[src/rtl/alu_issue_buffer.sv]
// alu_issue_buffer
//   Two-entry operand/opcode buffer feeding the logic/arith/shift ALU units.
//   Opcodes are decoded at enqueue; only the decoded selects are stored.
//   One op per cycle throughput, one cycle latency from accept to present.
//
// Ports
//   clk, rst_n          clock, asynchronous active-low reset
//   flush               synchronous discard of all buffered entries
//   in_valid/in_ready   upstream handshake (in_ready derived from registered state)
//   in_a, in_b, in_op   operands and 4-bit opcode
//   out_valid/out_ready ALU-side handshake for the head entry
//   out_a, out_b        head operands
//   out_alu_op0/1       decoded sub-op selects
//   out_unit            0=logic 1=arith 2=shift 3=illegal
//   out_illegal         head opcode is illegal
//   illegal_cnt         saturating count of illegal ops popped
//
// State table
//   state    | meaning
//   ST_EMPTY | no entries, out_valid low
//   ST_ONE   | ent0 holds the head
//   ST_FULL  | ent0 head, ent1 second; in_ready low
module alu_issue_buffer #(
  parameter int WIDTH = 32,
  parameter int CNT_W = 8
) (
  input  logic             clk,
  input  logic             rst_n,
  input  logic             flush,
  input  logic             in_valid,
  output logic             in_ready,
  input  logic [WIDTH-1:0] in_a,
  input  logic [WIDTH-1:0] in_b,
  input  logic [3:0]       in_op,
  output logic             out_valid,
  input  logic             out_ready,
  output logic [WIDTH-1:0] out_a,
  output logic [WIDTH-1:0] out_b,
  output logic             out_alu_op0,
  output logic             out_alu_op1,
  output logic [1:0]       out_unit,
  output logic             out_illegal,
  output logic [CNT_W-1:0] illegal_cnt
);

  typedef enum logic [1:0] {
    ST_EMPTY = 2'd0,
    ST_ONE   = 2'd1,
    ST_FULL  = 2'd2
  } state_t;

  typedef struct packed {
    logic [WIDTH-1:0] a;
    logic [WIDTH-1:0] b;
    logic             op0;
    logic             op1;
    logic [1:0]       unit;
    logic             ill;
  } entry_t;

  state_t state, state_nxt;
  entry_t ent0, ent1, ent_in;
  logic   push, pop;

  assign push = in_valid & in_ready & ~flush;
  assign pop  = out_valid & out_ready & ~flush;

  // Decode at enqueue. Logic, arith and shift all map in_op[1:0] straight
  // onto {op0, op1}; only the illegal group overrides the selects.
  always_comb begin
    ent_in.a    = in_a;
    ent_in.b    = in_b;
    ent_in.op0  = in_op[1];
    ent_in.op1  = in_op[0];
    ent_in.unit = in_op[3:2];
    ent_in.ill  = 1'b0;
    if (in_op[3:2] == 2'b11) begin
      ent_in.op0 = 1'b0;
      ent_in.op1 = 1'b0;
      ent_in.ill = 1'b1;
    end
  end

  // State register
  always_ff @(posedge clk or negedge rst_n) begin
    if (!rst_n) state <= ST_EMPTY;
    else        state <= state_nxt;
  end

  // Next-state logic
  always_comb begin
    state_nxt = state;
    if (flush) begin
      state_nxt = ST_EMPTY;
    end else begin
      case (state)
        ST_EMPTY: if (push) state_nxt = ST_ONE;
        ST_ONE: begin
          if (push && !pop)      state_nxt = ST_FULL;
          else if (pop && !push) state_nxt = ST_EMPTY;
        end
        ST_FULL:  if (pop) state_nxt = ST_ONE;
        default:  state_nxt = ST_EMPTY;
      endcase
    end
  end

  // Outputs from state. in_ready depends only on the registered state (plus
  // reset gating), so a pop at full frees the slot the following cycle.
  always_comb begin
    out_valid = (state != ST_EMPTY);
    in_ready  = rst_n & (state != ST_FULL);
  end

  // Payload: ent0 is always the head. ent1 is only written when a push
  // lands behind an existing head that is not leaving this cycle.
  always_ff @(posedge clk or negedge rst_n) begin
    if (!rst_n) begin
      ent0 <= '0;
      ent1 <= '0;
    end else if (!flush) begin
      case (state)
        ST_EMPTY: if (push) ent0 <= ent_in;
        ST_ONE: begin
          if (push && pop) ent0 <= ent_in;
          else if (push)   ent1 <= ent_in;
        end
        ST_FULL:  if (pop) ent0 <= ent1;
        default: ;
      endcase
    end
  end

  always_ff @(posedge clk or negedge rst_n) begin
    if (!rst_n) begin
      illegal_cnt <= '0;
    end else if (pop && ent0.ill && (illegal_cnt != {CNT_W{1'b1}})) begin
      illegal_cnt <= illegal_cnt + CNT_W'(1);
    end
  end

  assign out_a       = ent0.a;
  assign out_b       = ent0.b;
  assign out_alu_op0 = ent0.op0;
  assign out_alu_op1 = ent0.op1;
  assign out_unit    = ent0.unit;
  assign out_illegal = ent0.ill;

endmodule

[config.mk]
export PLATFORM = sky130hd
export DESIGN_NAME = alu_issue_buffer
export DESIGN_NICKNAME = d
export VERILOG_FILES = /design/src/rtl/alu_issue_buffer.sv
export SDC_FILE = /design/constraint.sdc
export NUM_CORES = 1
export LEC_CHECK = 0
export ABC_AREA = 1
export CORE_MARGIN = 8
export CORE_UTILIZATION = 50
export CTS_CLUSTER_SIZE = 30
export DETAILED_ROUTE_END_ITERATION = 7
export GPL_ROUTABILITY_DRIVEN = 0
export PLACE_DENSITY = 0.83
export SETUP_SLACK_MARGIN = 0.05
export SLEW_MARGIN = 10
export SYNTH_ARGS = -nofsm -noshare
export SYNTH_HDL_FRONTEND = slang
export SYNTH_SLANG_ARGS = --single-unit
[constraint.sdc]
create_clock -name clk -period 1.6 [get_ports clk]
set_input_delay 0.16 -clock clk [delete_from_list [all_inputs] [get_ports clk]]
set_output_delay 0.16 -clock clk [all_outputs]
set_load 0.01 [all_outputs]
Word level (Yosys, flattened, before mapping)
Index checks and enable logic that the tools add are counted.

storage, ports and cells
  flip-flop bits (word level) = 148
  output and inout port bits = 79

cells by class
  add/subtract/negate cells = 1
  equal/unequal tests = 11
  multiplexer cells = 12
  bitwise gates (word level) = 7
  reductions and logical operators = 13

operator list
  operator                                                          count
  69-bit 2-to-1 mux                                                 3
  69-bit case mux with 3 select lines                               1
  2-bit 2-to-1 mux                                                  6
  8-bit by 1-bit adder with 8-bit output (second input constant)    1
  2-bit != test (second input constant)                             4
  8-bit != test (second input constant)                             1
  3-bit != test (second input constant)                             2
  2-bit case mux with 3 select lines                                1
  1-bit bitwise AND                                                 5
  1-bit logical AND                                                 5
  5-bit AND reduction                                               1
  2-bit == test (second input constant)                             2
  4-bit != test (second input constant)                             1
  4-bit AND reduction                                               1
  3-bit AND reduction                                               1
  3-bit nonzero test                                                1
  2-bit by 1-bit == test with 1-bit output (second input constant)  1
  1-bit logical NOT                                                 2
  2-bit logical NOT                                                 1
  1-bit NOT                                                         2
  2-bit nonzero test                                                1
  1-bit 2-to-1 mux                                                  1

Depth between registers and ports, before layout
Gate-level depths: netlist (run 1).

  depth after elaboration = 10
  gate-level depth with buffers = 10

Worst setup path before layout (run 1)
Ideal clock, no wire load.

  path kind = register to register
  start point = reg illegal_cnt[1]
  end point = reg illegal_cnt[4]
  arrival time = 1.316 ns
  data required time = 1.478 ns
  setup slack = 0.162 ns
  stages on the path, launching flop included = 9
  clock period less this slack = 1.438 ns
  cells stage by stage = dfrtp_1 > ha_1 > nand3_1 > nor2_1 > nand3_1 > nand2_1 > inv_2 > nand2_1 > o21ai_1

between the ends
  word-level cells in the longest chain between the ends = 2
  elaborated cells between the ends (all ways) = 3
  those cells by class = add/sub (1); eq/ne (1); reduce/logical (1)

RTL lines
  element                                                                         line  text
  from (decl)                                                                     43    output logic [CNT_W-1:0] illegal_cnt
  from (signal assigned)                                                          138   illegal_cnt <= illegal_cnt + CNT_W'(1);
  branches (longest 2 deep; another with 8-bit by 1-bit adder with 8-bit output)  --

Parallel ways; which one is timed is not known.
A chain may end at the register's enable or synchronous reset.

Worst setup path in the final report (run 1)
  start point = reg state[1]
  end point = reg ent0, in the netlist out_a[30]

between the ends
  word-level cells in the longest chain between the ends = 7
  elaborated cells between the ends (all ways) = 17
  those cells by class = eq/ne (6); mux (1); bitwise (5); reduce/logical (5)

RTL lines
  element                               line  text
  from (decl)                           61    state_t state, state_nxt;
  from (signal assigned)                87    else state <= state_nxt;
  2-bit != test                         112   in_ready = rst_n & (state != ST_FULL);
  1-bit bitwise AND                     112
  1-bit bitwise AND (2 in series)       65    assign push = in_valid & in_ready & ~flush;
  1-bit logical AND                     125   if (push && pop) ent0 <= ent_in;
  2-bit != test (no source line)        --
  5-bit AND reduction (no source line)  --
  to (signal assigned)                  123   ST_EMPTY: if (push) ent0 <= ent_in;
  to (signal assigned)                  125
  to (signal assigned)                  128   ST_FULL: if (pop) ent0 <= ent1;
  to (decl)                             62    entry_t ent0, ent1, ent_in;

Parallel ways exist; a longest one is shown, timed or not.

==> results.md, run 1 <==
- The number of buffer cells added on primary ports is 151.
- Counting stages on the worst path, the most repeated cell is nand2_8.
- The final hold violation count was 0.
- The final setup violation count is 136.
- The synthesized netlist devotes 9.624% of its cell area to compound gates.
- The peak ir drop on the vdd network is 910.7 uV.
- In this run the tightest slew margin relative to its limit is 51.42%.
- After synthesis, the most frequently instantiated cells are nand2_1 (282), dfrtp_1 (148), o21ai_1 (84).
- The library cell with the highest instance count after synthesis is nand2_1.
- Global routing used 34.76% of the available met2 tracks.
- The dominant combinational cell family by area after synthesis is simple AND/OR/NAND/NOR gates.
- The utilization of the core after routing is 82.28%.
- The synthesized area is 6449 sq um.
- In the global route stage, met3 resource usage came out at 6.286%.
- The cell with the largest stage delay on the worst path is dfrtp_1.
- The via count of the first global-routing pass is 5,407.
- The met1 global-route usage is 25.01%.
- The global-route layer with the greatest usage is met2.
- CTS built an H-tree with a depth of 4.
- The average size of a mapped cell is 9.134 sq um.
- The core area is 12,620 sq um.
- The buffering stage count on the worst path with inverters included is 3.
- The top cell type by area accounts for 57.43% of the synthesized area.
- In this run, distinct cell masters in the synthesized netlist total 25.
- For this run, design rule violations remaining after detail routing come to 0.
- The pre-antenna-repair detailed-routing pass consisted of 5 iterations.
- Walking the worst path, the cells encountered are buf_4 -> nand2_8 -> nand3_4 -> o21ai_4 -> buf_12 -> nand2_8 -> buf_6 -> o21ai_1.
- The initial core utilization is 51.10%.
- The share of synthesized area spent on multiplexers is 6.985%.
- After legalization and detailed placement, the total HPWL measured 10,400 um.
- The clock latency reported for the late side of the worst-skew pair is 0.43 ns.
- After Yosys synthesis, and, or, nand and nor cells account for 18.16% of the synthesized area.
- The initial antenna violation count came to 0.
- The worst setup path is launched from a register.
- The horizontal die dimension is 129.6 um.
- The clock sink total is 148.
- The number of DRC markers after the initial detailed-route iteration is 541.
- The run finished, with violations left.
- During synthesis, Yosys emitted a total of 0 warnings.
- The total power after layout is 15.10 mW.
- The fill cell instance count of the final layout is 709.
- The area growth from synthesis to layout is 61.02%.
- After the last flow step, the layout net total stands at 978.
- The final reports fail on negative setup slack.
- Based on the critical path, the design can be clocked at up to 575.4 MHz.
- The biggest area contributor in the post-synthesis netlist is dfrtp_1.
- On the final layout, the worst clock skew is 0.008356 ns.
- The clock root buffer is clkbuf_16.
- STA puts the critical path data arrival time at 2.05 ns.
- Cells with a size suffix above 1 make up 26.31% of the layout.
- The worst setup path is of the register to register kind.
- The main flop type after synthesis is dfrtp_1.
- Buffers inserted during clock tree synthesis total 17.
- The die covers 16,790 sq um.
- After detailed routing, the number of vias per cell comes to 5.462.
- Once detail routing completed, the nets flagged for antenna violations numbered 0.
- Data on the critical path is required at its endpoint by 1.92 ns.
- The final cycle utilization of the critical path is 108.6%.
- In the post-synthesis netlist, the biggest area contributors are dfrtp_1 (57%), nand2_1 (16%), mux2i_1 (7.0%), o21ai_1 (6.5%), o21ai_0 (2.7%).
- Summing the areas of all xor and xnor instances in the mapped netlist gives 0.9507% of the synthesized area.
- After floorplanning, the core was divided into 41 placement rows.
- The proportion of synthesized flip-flops having asynchronous set or reset is 100.0%.
- The number of nets handed over by synthesis was 780.
- The worst-case clock buffer depth is 2.
- Entering global routing, the biggest net connects 140 pins.
- After clock tree synthesis, the clock-pin slew on the worst setup and hold paths is 0.06 ns.
- Measured along the y axis, the die boundary spans 129.6 um.
- The min-delay analysis places its worst path in the category primary input to asynchronous set/reset pin.
- The synthesized design contains 0 enable-type register cells.
- The worst hold slack across all endpoints is 0.2371 ns.
- In this run, synthesis produced a sequential element count of 148.
- The count of maximum capacitance violations is 0.
- Across every metal layer, demand over resource in global routing totals 20.90%.
- The number of antenna cells inserted is 0.
- On the critical path the largest part of the delay comes from buffers and inverters.
- Of the synthesized area, sequential elements account for 57.43%.
- The critical path capture point type is a register.
- The total leakage power is 5.626 nW.
- Synthesis produced 706 cells.
- During I/O placement, the number of pins put on the boundary was 152.
- The max-slew violation count is 0.
- The worst path in the final design needs a cycle of 1.738 ns, including I/O delays and setup.
- The biggest fanout along the worst timing path is 10.
- The detailed-route wire length per cell is 21.00 um.
- The overflow left after global routing is 0.
- The area share of fa/ha/maj cells after synthesis is 0.1940%.
- The first-pass GRT wire length is 27,410 um.
- The transition time at the pin with the least slew margin is 0.7287 ns.
- TritonCTS built the clock tree.
- The cell area power density is 1454 nW/um^2.
- Setup repair after global routing could not meet its margin everywhere.
- The total wire length after detailed routing is 22,850 um.
- After layout, the worst setup slack is -0.1378 ns.
- The maximum single-stage delay on the critical path is 0.40 ns.
- The number of vias in the routed layout is 5,943.
path summary, 6_finish.rpt:
kind | startpoint | endpoint | slack [ns] | depth (start not counted)
max in group asynchronous | rst_n | out_b[1] | 0.56 | 3
min reg2reg | ent1[16] | ent1[16] | 0.47 | 2
min | rst_n | out_a[27] | 0.24 | 2
min in group clk | in_b[23] | ent1[28] | 0.31 | 3
max reg2reg | state[1] | out_a[30] | -0.14 | 8
max | state[1] | out_a[30] | -0.14 | 8
area by class of cell:
| class | count | area [sq um] | area share (%) |
|---|---|---|---|
| Timing Repair Buffer | 215 | 2681 | 25.82 |
| Inverter | 39 | 156.4 | 1.506 |
| Multi-Input combinational cell | 483 | 3040 | 29.28 |
| Clock inverter | 9 | 102.6 | 0.9881 |
| Clock buffer | 22 | 484.2 | 4.663 |
| Tap cell | 172 | 215.2 | 2.073 |
| Sequential cell | 148 | 3704 | 35.67 |
logic make-up after synthesis:
| group | after synthesis |
|---|---|
| xor+xnor | 7 |
| fa+ha+maj | 1 |
| compound gates | 123 |
| flops | 148 |
| mux | 45 |
| buf+inv | 79 |
| simple gates | 303 |
cells in the final DEF, fill, tap and decap left out, types with 16 or more instances in the layout:
cell type	count
o21ai_1	42
clkbuf_16	34
nand2_1	203
nand2_4	38
clkdlybuf4s50_1	95
mux2i_1	45
o21ai_0	27
buf_6	16
o21ai_2	49
dlymetal6s2s_1	46
nand2_2	43
dfrtp_1	148
inv_1	35
flip-flops by register name, summed over array words and instances (netlist names):
| signal | flops |
|---|---|
| state | 2 |
| out_unit | 2 |
| out_illegal | 1 |
| out_b | 32 |
| ent1 | 69 |
| out_alu_op1 | 1 |
| out_a | 32 |
| illegal_cnt | 8 |
| out_alu_op0 | 1 |
per-layer routing:
metal  part of all wire, %  up-vias  routed length, um
met5                     0        -                  0
met4                   4.5        0               1028
met3                   8.0       85               1838
met2                    52      275              11800
met1                    36     2911               8177
li1                      -     2672                  -
timing repair:
action / CTS / global route
setup buffers: 9 / 5
cloned: 3 / 31
resized for setup: 17 / 246
hold endpoints to repair: 9 / 0
pin swaps: 1 / 17
setup endpoints to repair: 67 / 156
hold buffers: 2 / 0
through the flow:
step                      TNS, ns  std cells  area (sq um)  worst slack (ns)
after CTS                       0       1052          8919           0.05096
final                      -5.793       1088         10380           -0.1378
after detailed placement  -0.1008       1007          8144          -0.02226
after global routing       -13.40       1088         10380           -0.1507
after global placement          0       1007          8144           0.03668
after floorplan                 0        706          6449            0.1617
where the power goes:
| part | internal [mW] | switching (mW) | leakage [nW] |
|---|---|---|---|
| Combinational | 2.51 | 2.37 | 3.48 |
| Sequential | 5.20 | 1.01 | 1.85 |
| Clock | 2.44 | 1.56 | 0.295 |
Note: power is estimated with default switching activity, not from simulation.
==> run 2, diff against run 1 <==
Settings changed: ABC_AREA 1 to 0, PLACE_DENSITY 0.83 to 0.84.
==> results.md, run 2 <==
- Among all flip-flop cells after synthesis, the most frequent one is dfrtp_1.
- The clock root buffer is clkbuf_16.
- In this run switching power makes up 25.73% of total power.
- The share of cells above drive strength 1 is 28.41%.
- The first-pass GRT wire length is 25,290 um.
- The final setup violation count is 0.
- In the layout the commonest cells are dfrtp_1 (145), clkdlybuf4s50_1 (133), mux2_2 (68).
- The initial antenna violation count came to 0.
- The combinational fraction of design power is 19.8%.
- For this block, the initial DRC count from the detailed router was 305.
- The via count of the first global-routing pass came to 4,968.
- The share of the yosys chip area belonging to registers is 58.91%.
- Before antenna repair, the detailed router went through 4 iterations.
- The biggest fanout along the worst timing path is 9.
- The register clock-pin slew on the reported worst setup and hold paths is 0.06 ns.
- The final hold violation count is 0.
- The average size of a mapped cell is 12.33 sq um.
- The library cell used most frequently in the layout, excluding fill and tap cells, is dfrtp_1.
- The number of warnings reported in the yosys synthesis log is 0.
- The flow ran to the end, and the final reports show no timing, DRC or antenna violations.
- Synthesis produced 510 cells.
- The floorplan step defined a die boundary enclosing 16,420 sq um.
- The CTS tree is done.
- Ranked by instance count, the synthesized netlist is headed by dfrtp_1 (148), nand2_1 (78), mux2_2 (70), mux2i_1 (70), o21ai_0 (65).
- The area overhead of the layout relative to synthesis is 50.29%.
- The flip-flop and latch count after synthesis is 148.
- The cell area power density is 1205 nW/um^2.
- The number of levels in the clock H-tree is 4.
- After detailed routing, the number of remaining DRC violations is 0.
- The later pin in the worst-skew pair is clocked with a latency of 0.42 ns.
- The setup slack after placement is -0.2902 ns.
- The worst-case IR drop observed on VDD is 744.5 uV.
- Global routing finished with a remaining overflow of 0.
- The detailed placer's ending HPWL is 10,670 um.
- Across every metal layer, demand over resource in global routing totals 19.80%.
- The library cell with the highest instance count after synthesis is dfrtp_1.
- The startpoint of the most critical register-to-register path is state[0].
- Measured along the x axis, the die boundary spans 128.1 um.
- Counting every sink on the clock net gives 148.
- The number of core rows is 41.
- During placement, the flow inserted port buffers numbering 151.
- At the worst endpoint, the required time is 1.90 ns.
- The number of antenna diodes in the final layout is 0.
- The floorplan step defined a core boundary enclosing 12,470 sq um.
- The worst hold slack across all endpoints is 0.1553 ns.
- After detailed routing, the average wire length per cell comes to 19.22 um.
- The largest net degree at the start of global routing is 146.
- Summed over all cells, the static leakage comes to 4.313 nW.
- For the pin with the worst max-slew slack, the measured transition is 0.7834 ns.
- The worst setup path is captured at a register.
- The final cycle utilization of the critical path is 99.53%.
- The cell type contributing the most total cell area after synthesis is dfrtp_1.
- Per report_power, the sequential group accounts for 43.0% of the total.
- The count of boundary I/O pins is 152.
- The register with the most flip-flops in the layout has 69 of them.
- The post-layout net count is 779.
- The total wire length after detailed routing is 17,110 um.
- The total CTS buffers is 17.
- The post-synthesis cell type count is 32.
- Summed over all nets, the switching power comes to 2.931 mW.
- The via density per instance is 5.299.
- The worst-case clock buffer depth is 2.
- The initial core utilization is 50.44%.
- The number of vias in the routed layout is 4,716.
- In this run, synthesis inferred 0 flip-flops with an integrated enable.
- The worst hold path belongs to the class primary input to asynchronous set/reset pin.
- The internal portion of the total power is 8.458 mW.
- The register with the most flip-flops in the final layout is ent1.
- The max-slew violation count is 0.
- The synthesized area is 6287 sq um.
- Setup repair after global routing could not meet its margin everywhere.
- After synthesis, the cell types taking the most area are dfrtp_1 (59%), mux2_2 (13%), mux2i_1 (11%), o21ai_0 (5.2%), nand2_1 (4.7%).
- The achievable clock frequency is 627.9 MHz.
- Of all flip-flops after synthesis, the portion carrying an async set or reset was 100.0%.
- In this run the biggest area consumer among cell types represents 58.91% of the synthesized area.
- Between clock sinks in the finished design, the worst skew comes to 0.008164 ns.
- The clock period could shrink to 1.593 ns.
- Tracing the worst setup path back leads to its startpoint at state[0].
- The utilization of the core after routing is 75.80%.
- The worst setup path is of the register to register kind.
- From bottom edge to top edge, the die measures 128.1 um.
- The net count after synthesis is 584.
- The worst path setup slack after routing is 0.007480 ns.
- The tightest slew margin relative to the limit is 47.77%.
- In this run the remaining antenna-violating nets after routing total 0.
- The startpoint class of the critical path is a register.
- The arrival time at the worst endpoint is 1.89 ns.
- The portion of total power attributed to the clock network is 37.1%.
- The count of maximum capacitance violations is 0.
[run 2: changes by cell type in the layout (fill, tap and decap cells not counted), sizes merged, moves of 5 or more]
cell	before	now
o21ai	119	73
clkdlybuf4s50	95	133
mux2i	45	70
dlymetal6s2s	46	9
mux2	0	70
nor2	10	5
buf	46	51
inv	39	4
nand2	289	78
clkbuf	39	29
[run 2: worst max-delay path, cell delays in order (launching register included)]
cell and delay, ns:
dfrtp_2 0.43, buf_6 0.12, and4bb_2 0.23, a31oi_4 0.22, buf_12 0.18, mux2_4 0.30
[run 2: metal layers]
| metal | vias to the layer above | track usage [%] | wire length, um |
|---|---|---|---|
| met4 | 0 | 7.972 | 204 |
| met1 | 2363 | 23.07 | 6895 |
| li1 | 2177 | - | - |
| met2 | 157 | 32.05 | 8495 |
| met5 | - | 0 | 0 |
| met3 | 19 | 7.820 | 1511 |
[run 2: through the flow]
step                instances  cell area, sq um  TNS, ns  power (mW)
floorplan                 510              6300        0       5.696
global placement          834              8239   -17.98       6.940
detailed placement        834              8239   -26.47       7.078
CTS                       877              9026        0       11.37
global route              890              9449  -0.6431       11.89
finish                    890              9449        0       11.39
[run 2: power by group through the flow]
stage	Sequential [mW]	Combinational (mW)	Clock (mW)
after floorplan	5.00	0.697	0
after global placement	4.88	2.06	0
after detailed placement	4.93	2.15	0
after CTS	4.88	2.19	4.30
after global routing	4.98	2.46	4.45
final	4.90	2.26	4.23
[run 2: cell families after synthesis]
family	Yosys count	share of synthesized area, %
compound gates	78	6.607
mux	140	23.68
fa+ha+maj	1	0.1990
flops	148	58.91
simple gates	107	7.582
xor+xnor	3	0.4180
buf+inv	33	2.607
[run 2: final timing paths]
check	end	slack, ns	cells past startpoint
max	out_alu_op1	0.007	5
min	state[0]	0.16	2
max reg2reg	out_alu_op1	0.007	5
min reg2reg	ent1[0]	0.48	2
max in group asynchronous	out_a[17]	0.38	3
min in group clk	ent1[4]	0.37	3
[run 2: what timing repair did]
item,4_1_cts,5_1_grt
pin swaps,1,4
endpoints found under the hold margin,148,0
setup endpoints to repair,72,108
resized for setup,42,82
cloned,1,9
buffers inserted,9,4
hold buffers,1,0
[run 2: final cells by class]
cell class	count	area, sq um
clock buffer	22	494.2
clock inverter	10	143.9
fill	758	3017
inverter	2	7.507
multi-input combinational	329	2591
sequential	148	3707
tap	172	215.2
timing repair buffer	207	2290
==> run 3, diff against run 2 <==
Settings changed: CAP_MARGIN set to 10.
==> results of run 3 <==
Same layout as run 2: the final DEF is identical, and so are final timing and power.
==> RTL edit 1: new RTL, flow settings as in run 2 <==
Register the output `illegal_cnt` once more, cleared by the reset; this adds one clock of latency there. The other outputs are not delayed to match.
--- a/src/rtl/alu_issue_buffer.sv
+++ b/src/rtl/alu_issue_buffer.sv
@@ -58,4 +58,6 @@
     logic             ill;
   } entry_t;
+
+  logic [CNT_W-1:0] illegal_cnt_s0;
 
   state_t state, state_nxt;
@@ -134,7 +136,7 @@
   always_ff @(posedge clk or negedge rst_n) begin
     if (!rst_n) begin
-      illegal_cnt <= '0;
-    end else if (pop && ent0.ill && (illegal_cnt != {CNT_W{1'b1}})) begin
-      illegal_cnt <= illegal_cnt + CNT_W'(1);
+      illegal_cnt_s0 <= '0;
+    end else if (pop && ent0.ill && (illegal_cnt_s0 != {CNT_W{1'b1}})) begin
+      illegal_cnt_s0 <= illegal_cnt_s0 + CNT_W'(1);
     end
   end
@@ -147,4 +149,12 @@
   assign out_illegal = ent0.ill;
 
+  always_ff @(posedge clk or negedge rst_n) begin
+    if (!rst_n) begin
+      illegal_cnt <= '0;
+    end else begin
+      illegal_cnt <= illegal_cnt_s0;
+    end
+  end
+
 endmodule
 
Function: changed (a bounded check fails within 4 cycles, from zero or initial values and one cycle with rst_n low).
==> RTL edit 1 against run 2 <==
  * The run now ends with negative hold slack, negative setup slack left
  * Routed wire length up 2.6%
  * Sequential cell count grew 8
  * Setup slack worse by 0.19 ns
  * Area after synthesis rose by 7.2%
  * Sequential power increased by 6.1%
  * Total power rose by 6.3%
  * Combinational power grew 14%
  * Worst hold slack worse by 0.21 ns
  * Maximum frequency is 11% lower
  * Utilization shrank 1.8 points
  * Synthesized cell count grew 1.4%
  * Final area grew 3.3%
  * Clock power grew 2%
  * Largest cell class unchanged
==> RTL edit 1: results (changes against run 2) <==
| Metric | Value |
|---|---|
| Fraction of layout cells with a size suffix above 1 | `0.274 (was 0.284)` |
| Setup_tns | `-14.69 ns (was 0 ns)` |
| Total routing resource utilization after global routing | `0.188 (was 0.198)` |
| Compound-cell area share of the yosys netlist | `0.0633 (was 0.0661)` |
| Critical path arrival | `2.08 ns (was 1.89 ns)` |
| Status | `finished, violations left (was finished clean)` |
| Maximum single-stage delay on the critical path | `0.51 ns (was 0.43 ns)` |
| Proportion of synthesized area in mux cells | `0.257 (was 0.237)` |
| Final setup vio count | `137 (was 0)` |
| Setup ws final | `-0.183 ns (was 0.00748 ns)` |
| Clock Skews | `0.00881 ns (was 0.00816 ns)` |
| Wire length of the first global-routing pass | `26,400 microns (was 25,300 microns)` |
| Cell area after placement | `0.00857 sq mm (was 0.00824 sq mm)` |
| Share of the synthesized netlist area taken by xor and xnor gates | `0.00260 (was 0.00418)` |
| Final hold slack | `-0.0575 ns (was 0.155 ns)` |
| DP HPWL | `10,800 microns (was 10,700 microns)` |
| Post-Place Worst Slack | `-0.461 ns (was -0.290 ns)` |
| Crit-path leading delay family | `simple AND/OR/NAND/NOR gates (was flip-flops)` |
| Synth unique cells | `35 (was 32)` |
| Maximum number of pins on one net before global-route repair | `157 (was 146)` |
| Detail-routed net length per standard cell | `19.8 microns (was 19.2 microns)` |
| Reported leakage power | `0.00468 uW (was 0.00431 uW)` |
| Violations in the final reports | `negative hold slack, negative setup slack` |
| Number of nets in the finished design | `773 (was 779)` |
| Sequential-to-total area share from yosys stat | `0.579 (was 0.589)` |
| Cell Count Post-Placement | `836 (was 834)` |
| Endpoints failing hold | `14 (was 0)` |
| DR vias/cell | `5.31 (was 5.30)` |
| Peak fanout along the critical path | `42 (was 9)` |
| R2R cell count | `4 (was 5)` |
-- RTL edit 1: cell count changes in the layout (fill, tap and decap cells not counted), moves of 3 or more --
| cell | delta |
|---|---|
| sky130_fd_sc_hd__buf_4 | -4 |
| sky130_fd_sc_hd__o21ai_1 | -3 |
| sky130_fd_sc_hd__dfrtp_1 | +10 |
| sky130_fd_sc_hd__clkbuf_16 | -3 |
| sky130_fd_sc_hd__o21ai_2 | +3 |
| sky130_fd_sc_hd__nand2_4 | +9 |
| sky130_fd_sc_hd__nand3_1 | -4 |
| sky130_fd_sc_hd__clkdlybuf4s50_1 | -3 |
| sky130_fd_sc_hd__dlymetal6s2s_1 | +8 |
| sky130_fd_sc_hd__clkbuf_1 | +4 |
| sky130_fd_sc_hd__mux2_4 | +64 |
| sky130_fd_sc_hd__mux2_2 | -61 |
| sky130_fd_sc_hd__dlygate4sd2_1 | -5 |
-- RTL edit 1: repair_timing --
| item | CTS | global route |
|---|---|---|
| cloned | 0 | 5 |
| resized for setup | 20 | 84 |
| hold endpoints to repair | 0 | 0 |
| pin swaps | 3 | 22 |
| endpoints found under the setup margin | 140 | 151 |
| setup buffers | 2 | 14 |
-- RTL edit 1: cell type report --
type                       instances  area, sq um
fill                             805         3430
tap                              176          220
timing repair buffer             195         2140
sequential                       156         3910
clock buffer                      26          509
multi-input combinational        329         2860
clock inverter                     6          130
-- RTL edit 1: metal layers --
layer	share of wire	vias up	wire [microns]	GRT usage
met5	0	-	0	0
met2	0.52	155	9130	0.317
li1	-	2166	-	-
met4	0.020	0	352	0.0715
met3	0.059	31	1040	0.0606
met1	0.40	2367	7030	0.218
-- RTL edit 1: report_power, final --
part	leakage, uW	switching, uW	internal (uW)
clock network	0.000315	1510	2820
logic	0.00235	987	1590
registers	0.00202	506	4700
total	0.00468	3000	9110
==> RTL edit 2: new RTL, settings of run 2 <==
Made on the original files. The parameter `CNT_W` goes from 8 to 12.
--- a/src/rtl/alu_issue_buffer.sv
+++ b/src/rtl/alu_issue_buffer.sv
@@ -23,5 +23,5 @@
 module alu_issue_buffer #(
   parameter int WIDTH = 32,
-  parameter int CNT_W = 8
+  parameter int CNT_W = 12
 ) (
   input  logic             clk,
Interface: changed (resized illegal_cnt); port bits go from 152 to 156. The function was not compared with the original's and may differ.
==> RTL edit 2 against run 2 <==
  * The run now ends with negative hold slack, negative setup slack left
  * Highest routed layer unchanged
  * Sequential cell count grew 4
  * Critical endpoint is now ent1[60]
  * Count of clock-buffer cells in the layout is the same
  * Largest power group unchanged
  * First-iteration DRC count shrank 42%
  * Final area grew 12%
  * Setup slack lost 0.21 ns
  * Die area grew 8.6%
  * Total power grew 6.9%
  * Area after synthesis grew 9.9%
  * Routed wire length grew 8.1%
  * Worst hold slack lost 0.17 ns
  * Clock skew shrank 0.0010 ns
==> RTL edit 2: results (changes against run 2) <==
| Metric | Value |
|---|---|
| Multi-input combinational area share | `0.329 (was 0.274)` |
| Clock sink count | `152 (was 148)` |
| Share of the synthesized netlist area taken by xor and xnor gates | `0.0114 (was 0.00418)` |
| Maximum VDD drop | `0.692 mV (was 0.745 mV)` |
| Detail-routed net length per standard cell | `21.4 microns (was 19.2 microns)` |
| Ratio of total power to cell area | `1150 mW/mm^2 (was 1210 mW/mm^2)` |
| Non-filler cells, final | `866 (was 890)` |
| Proportion of synthesized area in mux cells | `0.365 (was 0.237)` |
| Clock share of power | `0.334 (was 0.371)` |
| Average instance area after synthesis | `15.3 sq um (was 12.3 sq um)` |
| Reported leakage power | `0.00511 uW (was 0.00431 uW)` |
| Vias in the first global route | `5,180 (was 4,968)` |
| Non-clk bufs | `227 (was 207)` |
| Final hold slack | `-0.0107 ns (was 0.155 ns)` |
| Share of synthesized cell area in full adder, half adder and majority cells | `0.00181 (was 0.00199)` |
| Final setup vio count | `143 (was 0)` |
| Status | `finished, violations left (was finished clean)` |
| Cell Count Post-Placement | `802 (was 834)` |
| Fraction of layout cells with a size suffix above 1 | `0.497 (was 0.284)` |
| Peak fanout along the critical path | `43 (was 9)` |
| DR vias/cell | `5.29 (was 5.30)` |
| Filler Cells Inserted | `788 (was 758)` |
| Final standard cell utilization of the core | `0.773 (was 0.758)` |
| Number of cells upsized or downsized after cts | `89 (was 42)` |
| Clock network contribution to total cell area | `0.0570 (was 0.0675)` |
| Setup ws final | `-0.207 ns (was 0.00748 ns)` |
| Syn nets | `526 (was 584)` |
| Total routing resource utilization after global routing | `0.200 (was 0.198)` |
| Endpoints failing hold | `30 (was 0)` |
| Maximum single-stage delay on the critical path | `0.51 ns (was 0.43 ns)` |
| Number of buffers inserted to repair setup after CTS | `17 (was 9)` |
| Critical path arrival | `2.10 ns (was 1.89 ns)` |
| Compound-cell area share of the yosys netlist | `0.0112 (was 0.0661)` |
| Violations in the final reports | `negative hold slack, negative setup slack` |
| Cell area after placement | `0.00912 sq mm (was 0.00824 sq mm)` |
| Fraction of area in registers | `0.360 (was 0.392)` |
| Cell types occupying the most area after synthesis | `sky130_fd_sc_hd__dfrtp_1, sky130_fd_sc_hd__mux2_2, sky130_fd_sc_hd__mux2_4, sky130_fd_sc_hd__buf_6, sky130_fd_sc_hd__xnor2_1 (was sky130_fd_sc_hd__dfrtp_1, sky130_fd_sc_hd__mux2_2, sky130_fd_sc_hd__mux2i_1, sky130_fd_sc_hd__o21ai_0, sky130_fd_sc_hd__nand2_1)` |
| Final clock period utilization by the worst path | `1.13 (was 0.995)` |
| Quantity of I/O buffers inserted on ports | `155 (was 151)` |
| Crit-path leading delay family | `simple AND/OR/NAND/NOR gates (was flip-flops)` |
| Violation count after the first detailed-routing iteration | `176 (was 305)` |
## RTL edit 2: cell count changes after synthesis, moves of 4 or more
cell | run 2 | this run
sky130_fd_sc_hd__xnor2_1 | 2 | 9
sky130_fd_sc_hd__mux2_4 | 0 | 60
sky130_fd_sc_hd__nand2_1 | 78 | 16
sky130_fd_sc_hd__o21ai_1 | 8 | 0
sky130_fd_sc_hd__dfrtp_1 | 148 | 152
sky130_fd_sc_hd__mux2_2 | 70 | 140
sky130_fd_sc_hd__clkbuf_1 | 9 | 4
sky130_fd_sc_hd__mux2i_1 | 70 | 1
sky130_fd_sc_hd__o21ai_0 | 65 | 7
sky130_fd_sc_hd__buf_2 | 16 | 12
sky130_fd_sc_hd__buf_6 | 0 | 7
## RTL edit 2: per-layer routing
metal  global-route usage  routed length [microns]  vias to the layer above
li1                     -                        -                     2061
met1                0.239                     7660                     2375
met2                0.336                     9570                      120
met3               0.0520                      874                       26
met4               0.0848                      391                        0
met5                    0                        0                        -
